## config.mk

```make
export PLATFORM = sky130hd
export DESIGN_NAME = dds_voice
export DESIGN_NICKNAME = d
export VERILOG_FILES = /design/src/rtl/dds_voice.sv
export SDC_FILE = /design/constraint.sdc
export NUM_CORES = 1
export LEC_CHECK = 0
export BUFFER_PORTS_ARGS = -buffer_cell sky130_fd_sc_hd__clkbuf_2
export CAP_MARGIN = 20
export CORE_MARGIN = 4
export CORE_UTILIZATION = 31
export DETAILED_ROUTE_END_ITERATION = 10
export GPL_TIMING_DRIVEN = 0
export PLACE_DENSITY = 0.48
export SLEW_MARGIN = 20
export SYNTH_ARGS = -nofsm -noshare
export SYNTH_HDL_FRONTEND = slang
export SYNTH_SLANG_ARGS = --single-unit
```

## constraint.sdc

```tcl
create_clock -name clk -period 9 [get_ports clk]
set_input_delay 0.45 -clock clk [delete_from_list [all_inputs] [get_ports clk]]
set_output_delay 0.45 -clock clk [all_outputs]
set_load 0.005 [all_outputs]
```

## src/rtl/dds_voice.sv

```systemverilog
// dds_voice: single-channel multi-waveform DDS oscillator (saw, pulse, triangle, noise)
// with hard sync and a volume scaler. The output is an offset-binary sample with a valid strobe.
// Two-stage pipeline:
//   stage 1 - phase accumulator, LFSR and volume tracking
//   stage 2 - waveform shaping and volume scaling
// Optional build macro: DDS_VOICE_VOL_RAMP_EN.
//   When defined, vol_cur slews one LSB per sample_en toward vol.
//   When undefined, vol_cur loads vol directly.
module dds_voice #(
   parameter int unsigned PHASE_WIDTH = 32,
   parameter int unsigned OUT_WIDTH   = 16,
   parameter int unsigned VOL_WIDTH   = 6,
   parameter int unsigned DUTY_WIDTH  = 8
) (
   input  logic                   clk,
   input  logic                   rst_active_high,
   input  logic                   sample_en,
   input  logic [PHASE_WIDTH-1:0] freq_word,
   input  logic [1:0]             mode,
   input  logic [DUTY_WIDTH-1:0]  duty,
   input  logic [VOL_WIDTH-1:0]   vol,
   input  logic                   sync_in,
   output logic [OUT_WIDTH-1:0]   sample_out,
   output logic                   sample_valid,
   output logic                   wrap_out
);

   localparam int unsigned LFSR_W = 23;
   localparam int unsigned PROD_W = OUT_WIDTH + VOL_WIDTH + 1;

   // Midscale (silence) and the +/- full-scale pulse levels
   localparam logic [OUT_WIDTH-1:0] MID   = OUT_WIDTH'(1) << (OUT_WIDTH - 1);
   localparam logic [OUT_WIDTH-1:0] POS_M = MID - OUT_WIDTH'(1);
   localparam logic [OUT_WIDTH-1:0] NEG_M = MID + OUT_WIDTH'(1);

   localparam logic [1:0] MODE_SAW   = 2'd0;
   localparam logic [1:0] MODE_PULSE = 2'd1;
   localparam logic [1:0] MODE_TRI   = 2'd2;
   localparam logic [1:0] MODE_NOISE = 2'd3;

   logic [PHASE_WIDTH-1:0] phase;
   logic [LFSR_W-1:0]      lfsr;
   logic [VOL_WIDTH-1:0]   vol_cur;
   logic                   s1_valid;

   logic [PHASE_WIDTH:0]   phase_sum_c;
   logic [LFSR_W-1:0]      lfsr_nxt_c;
   logic [VOL_WIDTH-1:0]   vol_nxt_c;

   logic [OUT_WIDTH-1:0]        p_c;
   logic [OUT_WIDTH-1:0]        duty_thr_c;
   logic [OUT_WIDTH-1:0]        tri_c;
   logic signed [OUT_WIDTH-1:0] wave_c;
   logic signed [VOL_WIDTH:0]   vol_s_c;
   logic signed [PROD_W-1:0]    prod_c;
   logic signed [PROD_W-1:0]    scaled_c;
   logic [OUT_WIDTH-1:0]        out_c;

   // Accumulator sum with carry; Fibonacci LFSR successor
   assign phase_sum_c = {1'b0, phase} + {1'b0, freq_word};
   assign lfsr_nxt_c  = {lfsr[LFSR_W-2:0], lfsr[22] ^ lfsr[17]};

`ifdef DDS_VOICE_VOL_RAMP_EN
   // Slew volume one LSB toward the target to avoid clicks
   always_comb begin
      vol_nxt_c = vol_cur;
      if (vol_cur < vol) begin
         vol_nxt_c = vol_cur + VOL_WIDTH'(1);
      end else if (vol_cur > vol) begin
         vol_nxt_c = vol_cur - VOL_WIDTH'(1);
      end
   end
`else
   // Volume follows the target directly
   assign vol_nxt_c = vol;
`endif

   // Stage 1: phase accumulation, sync, LFSR stepping on carry, volume tracking
   always_ff @(posedge clk) begin
      if (rst_active_high) begin
         phase    <= '0;
         lfsr     <= LFSR_W'(1);
         vol_cur  <= '0;
         wrap_out <= 1'b0;
         s1_valid <= 1'b0;
      end else begin
         wrap_out <= 1'b0;
         s1_valid <= sample_en;
         if (sample_en) begin
            vol_cur <= vol_nxt_c;
            if (sync_in) begin
               phase <= '0;
            end else begin
               phase    <= phase_sum_c[PHASE_WIDTH-1:0];
               wrap_out <= phase_sum_c[PHASE_WIDTH];
               if (phase_sum_c[PHASE_WIDTH]) begin
                  lfsr <= lfsr_nxt_c;
               end
            end
         end
      end
   end

   // Stage 2 combinational: waveform select as signed sample, then volume scaling
   always_comb begin
      p_c        = phase[PHASE_WIDTH-1 -: OUT_WIDTH];
      duty_thr_c = OUT_WIDTH'(duty) << (OUT_WIDTH - DUTY_WIDTH);
      tri_c      = p_c[OUT_WIDTH-1] ? ((~p_c) << 1) : (p_c << 1);
      wave_c     = '0;
      case (mode)
         MODE_SAW:   wave_c = p_c ^ MID;
         MODE_PULSE: wave_c = (p_c < duty_thr_c) ? POS_M : NEG_M;
         MODE_TRI:   wave_c = tri_c ^ MID;
         MODE_NOISE: wave_c = lfsr[LFSR_W-1 -: OUT_WIDTH] ^ MID;
         default:    wave_c = '0;
      endcase
      vol_s_c  = {1'b0, vol_cur};
      prod_c   = PROD_W'(wave_c) * PROD_W'(vol_s_c);
      scaled_c = prod_c >>> VOL_WIDTH;
      out_c    = OUT_WIDTH'(scaled_c) + MID;
   end

   // Stage 2 registers: offset-binary sample and its valid strobe
   always_ff @(posedge clk) begin
      if (rst_active_high) begin
         sample_out   <= MID;
         sample_valid <= 1'b0;
      end else begin
         sample_valid <= s1_valid;
         if (s1_valid) begin
            sample_out <= out_c;
         end
      end
   end

endmodule

```

==> reports/qor.txt, run 1 <==
Met2 usage: 27.32%
RSZ-0062 raised after global routing: no
Synth warn: 0
Worst path required time: 9.22 ns
Avg Cell Area, Syn: 8.102 µm²
CP Launch Type: register
Via count: 7277
First-pass GRT wire length: 39340 µm
Initial Utilization: 31.41%
Ant. Diodes: 0
Sequential area share after synthesis: 19.02%
WS Path Type: register to register
Post-CTS Setup Repair Bufs: 0
I/O Buffers: 67
Final instance area: 0.009483 mm²
TritonCTS clock tree: built
Area after DPL: 0.009180 mm²
Worst-path fanout max: 10
Largest net degree at the start of global routing: 16
Core area: 0.02680 mm²
Relative slew slack: 35.62%
Hold path startpoint: vol[5]
Post-synth top area cell: dfxtp_1
First-pass iteration count of the detailed router: 5
Clk slew on worst S/H paths: 0.07 ns
Die Width: 172.8 µm
FF-to-FF path depth: 24
Htree depth: 3
Nets: 1314
Clock Skew: 0.01371 ns
Number of synthesized flops with an enable pin: 0
GRT overflow: 0
DRT iter0 DRCs: 287
Fin util: 35.38%
Clk_lat worst skew: 0.36 ns
Rows: 60
Hold Path Class: input pin to register
Reg-to-reg endpoint: sample_out[11]
Final slew viol count: 0
Async set-reset flop share out of synthesis: 0%
Leak: 4.415 nW
Final WS setup: 1.313 ns
Post-Syn Area: 0.008418 mm²
Hold Crit Depth: 3
Clock root buffer master: clkbuf_16
Share of layout cells above drive strength 1: 8.913%
Top Ports: 70
Post-cts hold buffer count: 0
TritonCTS buffer count: 9
Crit. End Element: register
Worst slew pin tran: 0.9555 ns
PD cells: 122.8 mW/mm²
Die area: 0.02985 mm²
Most frequent cells in the layout: 100 x inv_1, 91 x o21ai_0, 89 x nand2_1
Gpl congestion: 0.8560
Cells after Synth: 1039
Initial antenna violation count: 0
WP data arrival: 7.90 ns
Worst slack at placement: 1.296 ns
Vias in the first global route: 7379
Crit share post-route: 85.41%
Post_cts resized: 0
Max VDD drop: 0.09062 mV
Synth area leaders: dfxtp_1 19%, fa_1 15%, ha_1 12%
Tmin final: 7.687 ns
Reg2Reg Launch Point: phase[29]
Gr usage total: 16.09%
Post-Layout Cell Count: 1463
Layer carrying the most global-route usage: met2
GR Util met1: 22.18%
Die H: 172.8 µm
Hold worst-path end: vol_cur[5]
P&R area growth vs syn: 12.65%
Status: complete, no violations
Maxcap violations: 0
Detailed placement HPWL: 18690 µm
Drt drc: 0
Final setup fails: 0
Main flop type after synthesis: dfxtp_1
Final hold vios: 0
Setup TNS: 0 ns
Synth Net Count: 1236
Sink Count: 80
Final ANT Viol Nets: 0
Met3 Use GR: 1.902%
Vias per Instance: 4.974
Share of the synthesized area in the top cell type: 19.02%
Clock Tree Buf Depth: 2
Synthesis-stage register bit count: 80
FF-to-FF setup slack: 1.31 ns
Placed Cells: 1447
Max Fclk: 130.1 MHz
WL per Instance: 15.97 µm
Most common cell after layout, fill and taps aside: inv_1
Post-synth cell types: 62
Post-Route WL: 23370 µm
==> cell usage after synthesis, types with 6 or more instances <==
master      n
a211oi_1    6
a21o_1     21
a21oi_1    77
a31oi_1     7
and2_1     77
and3_1      9
buf_2       6
clkbuf_1   35
dfxtp_1    80
fa_1       65
ha_1       80
inv_1     100
mux2i_1    11
nand2_1    89
nand2b_1   20
nand3_1    34
nor2_1     51
nor2b_1    16
nor3_1      8
o21ai_0    91
o21ai_1     8
o21bai_1    6
o22ai_1     9
or3_1       7
xnor2_1    35
xor2_1     19
==> logic make-up (layout without fill, tap and decap cells) <==
family	Yosys count	after routing	synth area share, %
flip-flops	80	80	19.03
AND/OR/NAND/NOR	329	329	19.95
buffers and inverters	146	229	6.778
multiplexers	13	13	1.709
adder cells (fa/ha/maj)	145	145	27.35
AO/OA/AOI/OAI	272	272	19.58
XOR/XNOR	54	54	5.618
==> power breakdown <==
part | leakage, nW | switching, mW | internal [mW] | total, mW
clock | 0.140 | 0.175 | 0.218 | 0.393
sequential | 0.651 | 0.0187 | 0.372 | 0.390
combinational | 3.62 | 0.226 | 0.155 | 0.381
total | 4.41 | 0.420 | 0.744 | 1.16
==> registers in the layout (all words and copies together) (netlist names) <==
name / cells
lfsr: 23
phase: 32
s1_valid: 1
sample_out: 16
sample_valid: 1
vol_cur: 6
wrap_out: 1
==> per-layer routing <==
metal,part of all wire [%],up-vias
met5,0,-
li1,-,3707
met4,1.3,0
met3,2.5,19
met2,48,101
met1,49,3450
==> critical path, stage by stage (launching register included) <==
cell and delay, ns:
dfxtp_1 0.48, ha_1 0.30, a21oi_1 0.14, o21ai_0 0.29, a21oi_1 0.23, nand2b_1 0.19
clkbuf_1 0.34, o21ai_0 0.14, o21ai_0 0.71, and2_1 0.26, fa_1 0.44, fa_1 0.50
fa_1 0.55, inv_1 0.05, fa_1 0.55, inv_1 0.05, ha_1 0.39, and4_1 0.24
nand2_1 0.07, a2111oi_0 0.39, or2_1 0.31, a41o_1 0.38, a31o_1 0.23, xnor2_1 0.18
o22ai_1 0.13
==> through the flow <==
stage / power (mW) / hold slack, ns
floorplan: 0.6758 / 0.4291
global route: 1.252 / 0.3715
CTS: 1.184 / 0.3385
finish: 1.164 / 0.3461
global placement: 0.7816 / 0.4410
detailed placement: 0.7817 / 0.4524
==> worst max path at each step <==
stage,start,to,slack [ns],cells after the start
2_1_floorplan,duty[5],sample_out[14],2.74,25
3_3_place_gp,duty[7],sample_out[11],1.30,26
3_5_place_dp,duty[7],sample_out[11],1.30,26
4_1_cts,phase[29],sample_out[11],1.37,24
5_1_grt,phase[29],sample_out[11],0.79,24
6_report,phase[29],sample_out[11],1.31,24
==> area by class of cell <==
cell class              instances  area [µm²]
clock buffers                   9       225.2
fillers                      2884       17320
multi-input cells             813        6246
flip-flops and latches         80        1602
repair buffers                 67       335.3
plain buffers                  46       195.2
inverters                     100       375.4
clock inverters                 7       77.57
well taps                     341       426.7
(Power assumes the default switching activity.)
==> run 2: changes to the inputs <==
--- a/config.mk
+++ b/config.mk
@@ -7,7 +7,6 @@
 export LEC_CHECK = 0
 export BUFFER_PORTS_ARGS = -buffer_cell sky130_fd_sc_hd__clkbuf_2
 export CAP_MARGIN = 20
-export CORE_MARGIN = 4
 export CORE_UTILIZATION = 31
 export DETAILED_ROUTE_END_ITERATION = 10
 export GPL_TIMING_DRIVEN = 0
==> reports/qor.txt, run 2 (synthesis results as in run 1) <==
Setup TNS: 0 ns (unchanged)
Status: complete, no violations (unchanged)
Nets: 1314 (unchanged)
Comb power frac: 32.5% (was 32.7%)
Gr usage total: 17.63% (was 16.09%)
Max Fclk: 129.1 MHz (was 130.1 MHz)
Die H: 166.8 µm (was 172.8 µm)
Final setup fails: 0 (unchanged)
Maxcap violations: 0 (unchanged)
Vias per Instance: 5.032 (was 4.974)
CP most frequent cell: fa_1 (unchanged)
Seq pwr share: 33.3% (was 33.5%)
Core area: 0.02635 mm² (was 0.02680 mm²)
Post-cts hold buffer count: 0 (unchanged)
Fill cells: 2808 (was 2884)
Detailed placement HPWL: 18650 µm (was 18690 µm)
Crit-path max cell delay: 0.71 ns (about the same)
DRT iter0 DRCs: 343 (was 287)
Hold Path Class: input pin to register (unchanged)
First-pass iteration count of the detailed router: 5 (unchanged)
Sw Ratio: 36.33% (was 36.07%)
Largest net degree at the start of global routing: 16 (unchanged)
Clock root buffer master: clkbuf_16 (unchanged)
Tmin final: 7.748 ns (was 7.687 ns)
Clk slew on worst S/H paths: 0.07 ns (about the same)
Ant. Diodes: 0 (unchanged)
Initial Utilization: 31.94% (was 31.41%)
Die area: 0.02782 mm² (was 0.02985 mm²)
WP data arrival: 7.97 ns (was 7.90 ns)
WS Path Type: register to register (unchanged)
Max VDD drop: 0.07870 mV (was 0.09062 mV)
I/O Buffers: 67 (unchanged)
Overall power: 1.173 mW (was 1.164 mW)
Most frequent cells in the layout: 100 x inv_1, 91 x o21ai_0, 89 x nand2_1 (unchanged)
Internal: 746.9 µW (was 744.3 µW)
Crit share post-route: 86.09% (was 85.41%)
Worst slew pin tran: 1.030 ns (was 0.9555 ns)
FF-to-FF setup slack: 1.25 ns (was 1.31 ns)
RSZ-0062 raised after global routing: no (unchanged)
Post_cts resized: 0 (unchanged)
Via count: 7332 (was 7277)
Gpl congestion: 0.8469 (was 0.8560)
Clock Tree Buf Depth: 2 (unchanged)
Final ANT Viol Nets: 0 (unchanged)
WL per Instance: 16.00 µm (was 15.97 µm)
PD cells: 123.8 mW/mm² (was 122.8 mW/mm²)
Crit. End Element: register (unchanged)
Worst path required time: 9.22 ns (about the same)
Clock Skew: 0.01164 ns (was 0.01371 ns)
Post-CTS Setup Repair Bufs: 0 (unchanged)
Net Sw Power: 426.2 µW (was 420.0 µW)
Drt drc: 0 (unchanged)
Leak: 4.421 nW (was 4.415 nW)
Sink Count: 80 (unchanged)
Clock Power Share: 34.2% (was 33.8%)
Largest register FFs: 32 (unchanged)
Biggest register: phase (unchanged)
Top Ports: 70 (unchanged)
Worst-path fanout max: 10 (unchanged)
Final instance area: 0.009477 mm² (was 0.009483 mm²)
Most common cell after layout, fill and taps aside: inv_1 (unchanged)
Clk_lat worst skew: 0.36 ns (about the same)
Htree depth: 3 (unchanged)
Share of layout cells above drive strength 1: 8.824% (was 8.913%)
Rows: 59 (was 60)
Die Width: 166.8 µm (was 172.8 µm)
CP Launch Type: register (unchanged)
TritonCTS buffer count: 9 (unchanged)
Final slew viol count: 0 (unchanged)
Post-Route WL: 23310 µm (was 23370 µm)
Biggest regs: phase (32), lfsr (23), sample_out (16) (unchanged)
Relative slew slack: 30.57% (was 35.62%)
Vias in the first global route: 7169 (was 7379)
Slowest cell on the critical path: o21ai_0 (unchanged)
Area after DPL: 0.009173 mm² (was 0.009180 mm²)
Initial antenna violation count: 0 (unchanged)
P&R area growth vs syn: 12.57% (was 12.65%)
Final hold vios: 0 (unchanged)
TritonCTS clock tree: built (unchanged)
Crit-path cells: ha_1, a21oi_1, o21ai_0, a21oi_1, nand2b_1, clkbuf_1, o21ai_0, o21ai_0, and2_1, fa_1, fa_1, fa_1, inv_1, fa_1, inv_1, ha_1, and4_1, nand2_1, a2111oi_0, or2_1, a41o_1, a31o_1, xnor2_1, o22ai_1 (unchanged)
GRT overflow: 0 (unchanged)
First-pass GRT wire length: 38680 µm (was 39340 µm)
[run 2: critical path, delay by kind of cell, from the launching register on]
kind            cells  cell delay (ns)
flops               1             0.47
simple gates        5             1.08
compound gates      9             2.68
buf+inv             3             0.44
xor+xnor            1             0.17
fa+ha+maj           6             2.75
[run 2: final timing paths]
check / startpoint / endpoint / cells past startpoint
setup / recovery: phase[29] / sample_out[11] / 24
hold reg to reg: phase[15] / phase[15] / 2
setup reg to reg: phase[29] / sample_out[11] / 24
hold / removal: vol[4] / vol_cur[4] / 3
[run 2: metal layers]
metal / track usage, % / vias to the layer above / wire (µm)
li1: - / 3698 / -
met1: 23.76 / 3520 / 11450
met2: 29.91 / 99 / 11080
met3: 1.949 / 15 / 529
met4: 4.509 / 0 / 259
met5: 0 / - / 0
[run 2: power by group through the flow]
| stage | clock network (mW) | logic [mW] | registers, mW |
|---|---|---|---|
| final | 0.401 | 0.382 | 0.391 |
| after CTS | 0.416 | 0.385 | 0.391 |
| after global placement | 0 | 0.382 | 0.399 |
| after floorplan | 0 | 0.284 | 0.392 |
| after detailed placement | 0 | 0.382 | 0.399 |
| after global routing | 0.431 | 0.440 | 0.394 |
[run 2: per-stage QoR]
stage	std cells	util [%]	worst slack (ns)	hold slack [ns]
2_1_floorplan	1039	-	2.736	0.4291
3_3_place_gp	1441	34.81	1.325	0.4430
3_5_place_dp	1441	34.81	1.259	0.4513
4_1_cts	1457	35.96	1.317	0.3455
5_1_grt	1457	35.96	0.8235	0.3549
6_report	1457	35.96	1.252	0.3474
[run 2: final cells by class]
class / instances / area [µm²] / area share (%)
plain buffers: 46 / 195.2 / 2.060
clock buffers: 10 / 229.0 / 2.416
clock inverters: 6 / 75.07 / 0.7922
inverters: 100 / 375.4 / 3.961
multi-input cells: 813 / 6246 / 65.91
flip-flops and latches: 80 / 1602 / 16.90
well taps: 335 / 419.2 / 4.423
repair buffers: 67 / 335.3 / 3.538
==> run 3: changes to the inputs <==
--- a/config.mk
+++ b/config.mk
@@ -7,10 +7,10 @@
 export LEC_CHECK = 0
 export BUFFER_PORTS_ARGS = -buffer_cell sky130_fd_sc_hd__clkbuf_2
 export CAP_MARGIN = 20
-export CORE_UTILIZATION = 31
+export CORE_UTILIZATION = 55
 export DETAILED_ROUTE_END_ITERATION = 10
 export GPL_TIMING_DRIVEN = 0
-export PLACE_DENSITY = 0.48
+export PLACE_DENSITY = 0.75
 export SLEW_MARGIN = 20
 export SYNTH_ARGS = -nofsm -noshare
 export SYNTH_HDL_FRONTEND = slang
==> reports/qor.txt, run 3 (synthesis results as in run 1) <==
Status: complete, no violations (unchanged)
TritonCTS buffer count: 9 (unchanged)
TritonCTS clock tree: built (unchanged)
GRT overflow: 0 (unchanged)
Crit. End Element: register (unchanged)
Final WS setup: 1.400 ns (was 1.252 ns)
WHS: 0.3305 ns (was 0.3474 ns)
Gpl congestion: 0.9172 (was 0.8469)
WL per Instance: 16.25 µm (was 16.00 µm)
First-pass GRT wire length: 36140 µm (was 38680 µm)
Top Ports: 70 (unchanged)
Initial Utilization: 57.06% (was 31.94%)
Setup TNS: 0 ns (unchanged)
Worst-path fanout max: 10 (unchanged)
Comb power frac: 33.1% (was 32.5%)
Final hold vios: 0 (unchanged)
Final slew viol count: 0 (unchanged)
Fill cells: 1345 (was 2808)
Via count: 7529 (was 7332)
Die area: 0.01580 mm² (was 0.02782 mm²)
Die H: 125.7 µm (was 166.8 µm)
First-pass iteration count of the detailed router: 8 (was 5)
Largest net degree at the start of global routing: 17 (was 16)
CP most frequent cell: fa_1 (unchanged)
Internal: 718.8 µW (was 746.9 µW)
Biggest register: phase (unchanged)
Htree depth: 3 (unchanged)
Worst slack at placement: 1.444 ns (was 1.259 ns)
Slowest cell on the critical path: o21ai_0 (unchanged)
Vias per Instance: 5.765 (was 5.032)
Crit-path max cell delay: 0.64 ns (was 0.71 ns)
WP data arrival: 7.84 ns (was 7.97 ns)
Vias in the first global route: 7443 (was 7169)
Drt drc: 0 (unchanged)
Crit share post-route: 84.45% (was 86.09%)
Seq pwr share: 34.2% (was 33.3%)
Die Width: 125.7 µm (was 166.8 µm)
Net Sw Power: 422.5 µW (was 426.2 µW)
Max Fclk: 131.6 MHz (was 129.1 MHz)
Most frequent cells in the layout: 100 x inv_1, 91 x o21ai_0, 89 x nand2_1 (unchanged)
Worst path required time: 9.24 ns (was 9.22 ns)
CP Launch Type: register (unchanged)
Final ANT Viol Nets: 0 (unchanged)
Relative slew slack: 39.37% (was 30.57%)
DRT iter0 DRCs: 470 (was 343)
Biggest regs: phase (32), lfsr (23), sample_out (16) (unchanged)
Multi-input combinational cell area: 0.006246 mm² (unchanged)
Tmin final: 7.600 ns (was 7.748 ns)
Clock Skew: 0.01190 ns (was 0.01164 ns)
Post-cts hold buffer count: 0 (unchanged)
Largest register FFs: 32 (unchanged)
Rows: 44 (was 59)
Clock Tree Buf Depth: 2 (unchanged)
P&R area growth vs syn: 10.12% (was 12.57%)
Detailed placement HPWL: 16670 µm (was 18650 µm)
Clock Power Share: 32.7% (was 34.2%)
I/O Buffers: 67 (unchanged)
Maxcap violations: 0 (unchanged)
Sink Count: 80 (unchanged)
Post_cts resized: 0 (unchanged)
Final setup fails: 0 (unchanged)
FF+latch area: 0.001602 mm² (unchanged)
Ant. Diodes: 0 (unchanged)
Post-CTS Setup Repair Bufs: 0 (unchanged)
Sw Ratio: 37.02% (was 36.33%)
Clk slew on worst S/H paths: 0.08 ns (was 0.07 ns)
Worst slew pin tran: 0.8999 ns (was 1.030 ns)
RSZ-0062 raised after global routing: no (unchanged)
Initial antenna violation count: 0 (unchanged)
Gr usage total: 28.75% (was 17.63%)
Max VDD drop: 0.09482 mV (was 0.07870 mV)
PD cells: 123.1 mW/mm² (was 123.8 mW/mm²)
Most common cell after layout, fill and taps aside: inv_1 (unchanged)
WS Path Type: register to register (unchanged)
Share of layout cells above drive strength 1: 8.913% (was 8.824%)
Crit-path cells: ha_1, a21oi_1, o21ai_0, a21oi_1, nand2b_1, clkbuf_1, o21ai_0, o21ai_0, and2_1, fa_1, fa_1, fa_1, inv_1, fa_1, inv_1, ha_1, a21o_1, a31oi_1, o311ai_1, or2_1, a221o_1, a221o_1, a211oi_2, o31ai_1 (was ha_1, a21oi_1, o21ai_0, a21oi_1, nand2b_1, clkbuf_1, o21ai_0, o21ai_0, and2_1, fa_1, fa_1, fa_1, inv_1, fa_1, inv_1, ha_1, and4_1, nand2_1, a2111oi_0, or2_1, a41o_1, a31o_1, xnor2_1, o22ai_1)
Leak: 4.409 nW (was 4.421 nW)
Clock root buffer master: clkbuf_16 (unchanged)
Nets: 1314 (unchanged)
Core area: 0.01475 mm² (was 0.02635 mm²)
Clk_lat worst skew: 0.37 ns (was 0.36 ns)
Post-Route WL: 21220 µm (was 23310 µm)
Hold Path Class: input pin to register (unchanged)
## run 3: final cells by class
cell class                 count  share of cell area [%]
inverter                     100                   4.049
clock buffer                   9                   2.429
sequential                    80                   17.28
buffer                        46                   2.106
timing repair buffer          67                   3.617
tap                          184                   2.483
clock inverter                 7                  0.6614
multi-input combinational    813                   67.38
## run 3: per-layer routing
layer  up-vias  global-route usage [%]  routed length (µm)
met3        47                   5.225                1373
met1      3523                   37.35                9289
li1       3699                       -                   -
met5         -                       0                   0
met4         0                   11.84                 703
met2       260                   47.22                9851
## run 3: path summary, 6_finish.rpt
| kind | start | endpoint | slack, ns | cells past startpoint |
|---|---|---|---|---|
| worst max-delay path | phase[29] | sample_out[14] | 1.40 | 24 |
| worst min-delay path | vol[2] | vol_cur[2] | 0.33 | 3 |
| worst max register to register | phase[29] | sample_out[14] | 1.40 | 24 |
| worst min register to register | lfsr[4] | lfsr[4] | 0.46 | 2 |
## run 3: critical path: cells and delay by family, from the launching register on
kind	cells	cell delay, ns
AO/OA/AOI/OAI	12	3.07
adder cells (fa/ha/maj)	6	2.67
buffers and inverters	3	0.43
flip-flops	1	0.48
AND/OR/NAND/NOR	3	0.80
## run 3: power groups by stage
stage               logic (mW)  clock network (mW)  registers, mW
finish                   0.378               0.373          0.390
global route             0.432               0.395          0.392
CTS                      0.377               0.378          0.390
detailed placement       0.374                   0          0.398
global placement         0.366                   0          0.398
floorplan                0.284                   0          0.392
## run 3: stage by stage
step           utilization (%)  cells  power (mW)  instance area, µm²
2_1_floorplan                -   1039      0.6758                8418
3_3_place_gp             60.89   1290      0.7637                8984
3_5_place_dp             60.89   1290      0.7713                8984
4_1_cts                  62.83   1306       1.145                9270
5_1_grt                  62.83   1306       1.219                9270
6_report                 62.83   1306       1.141                9270
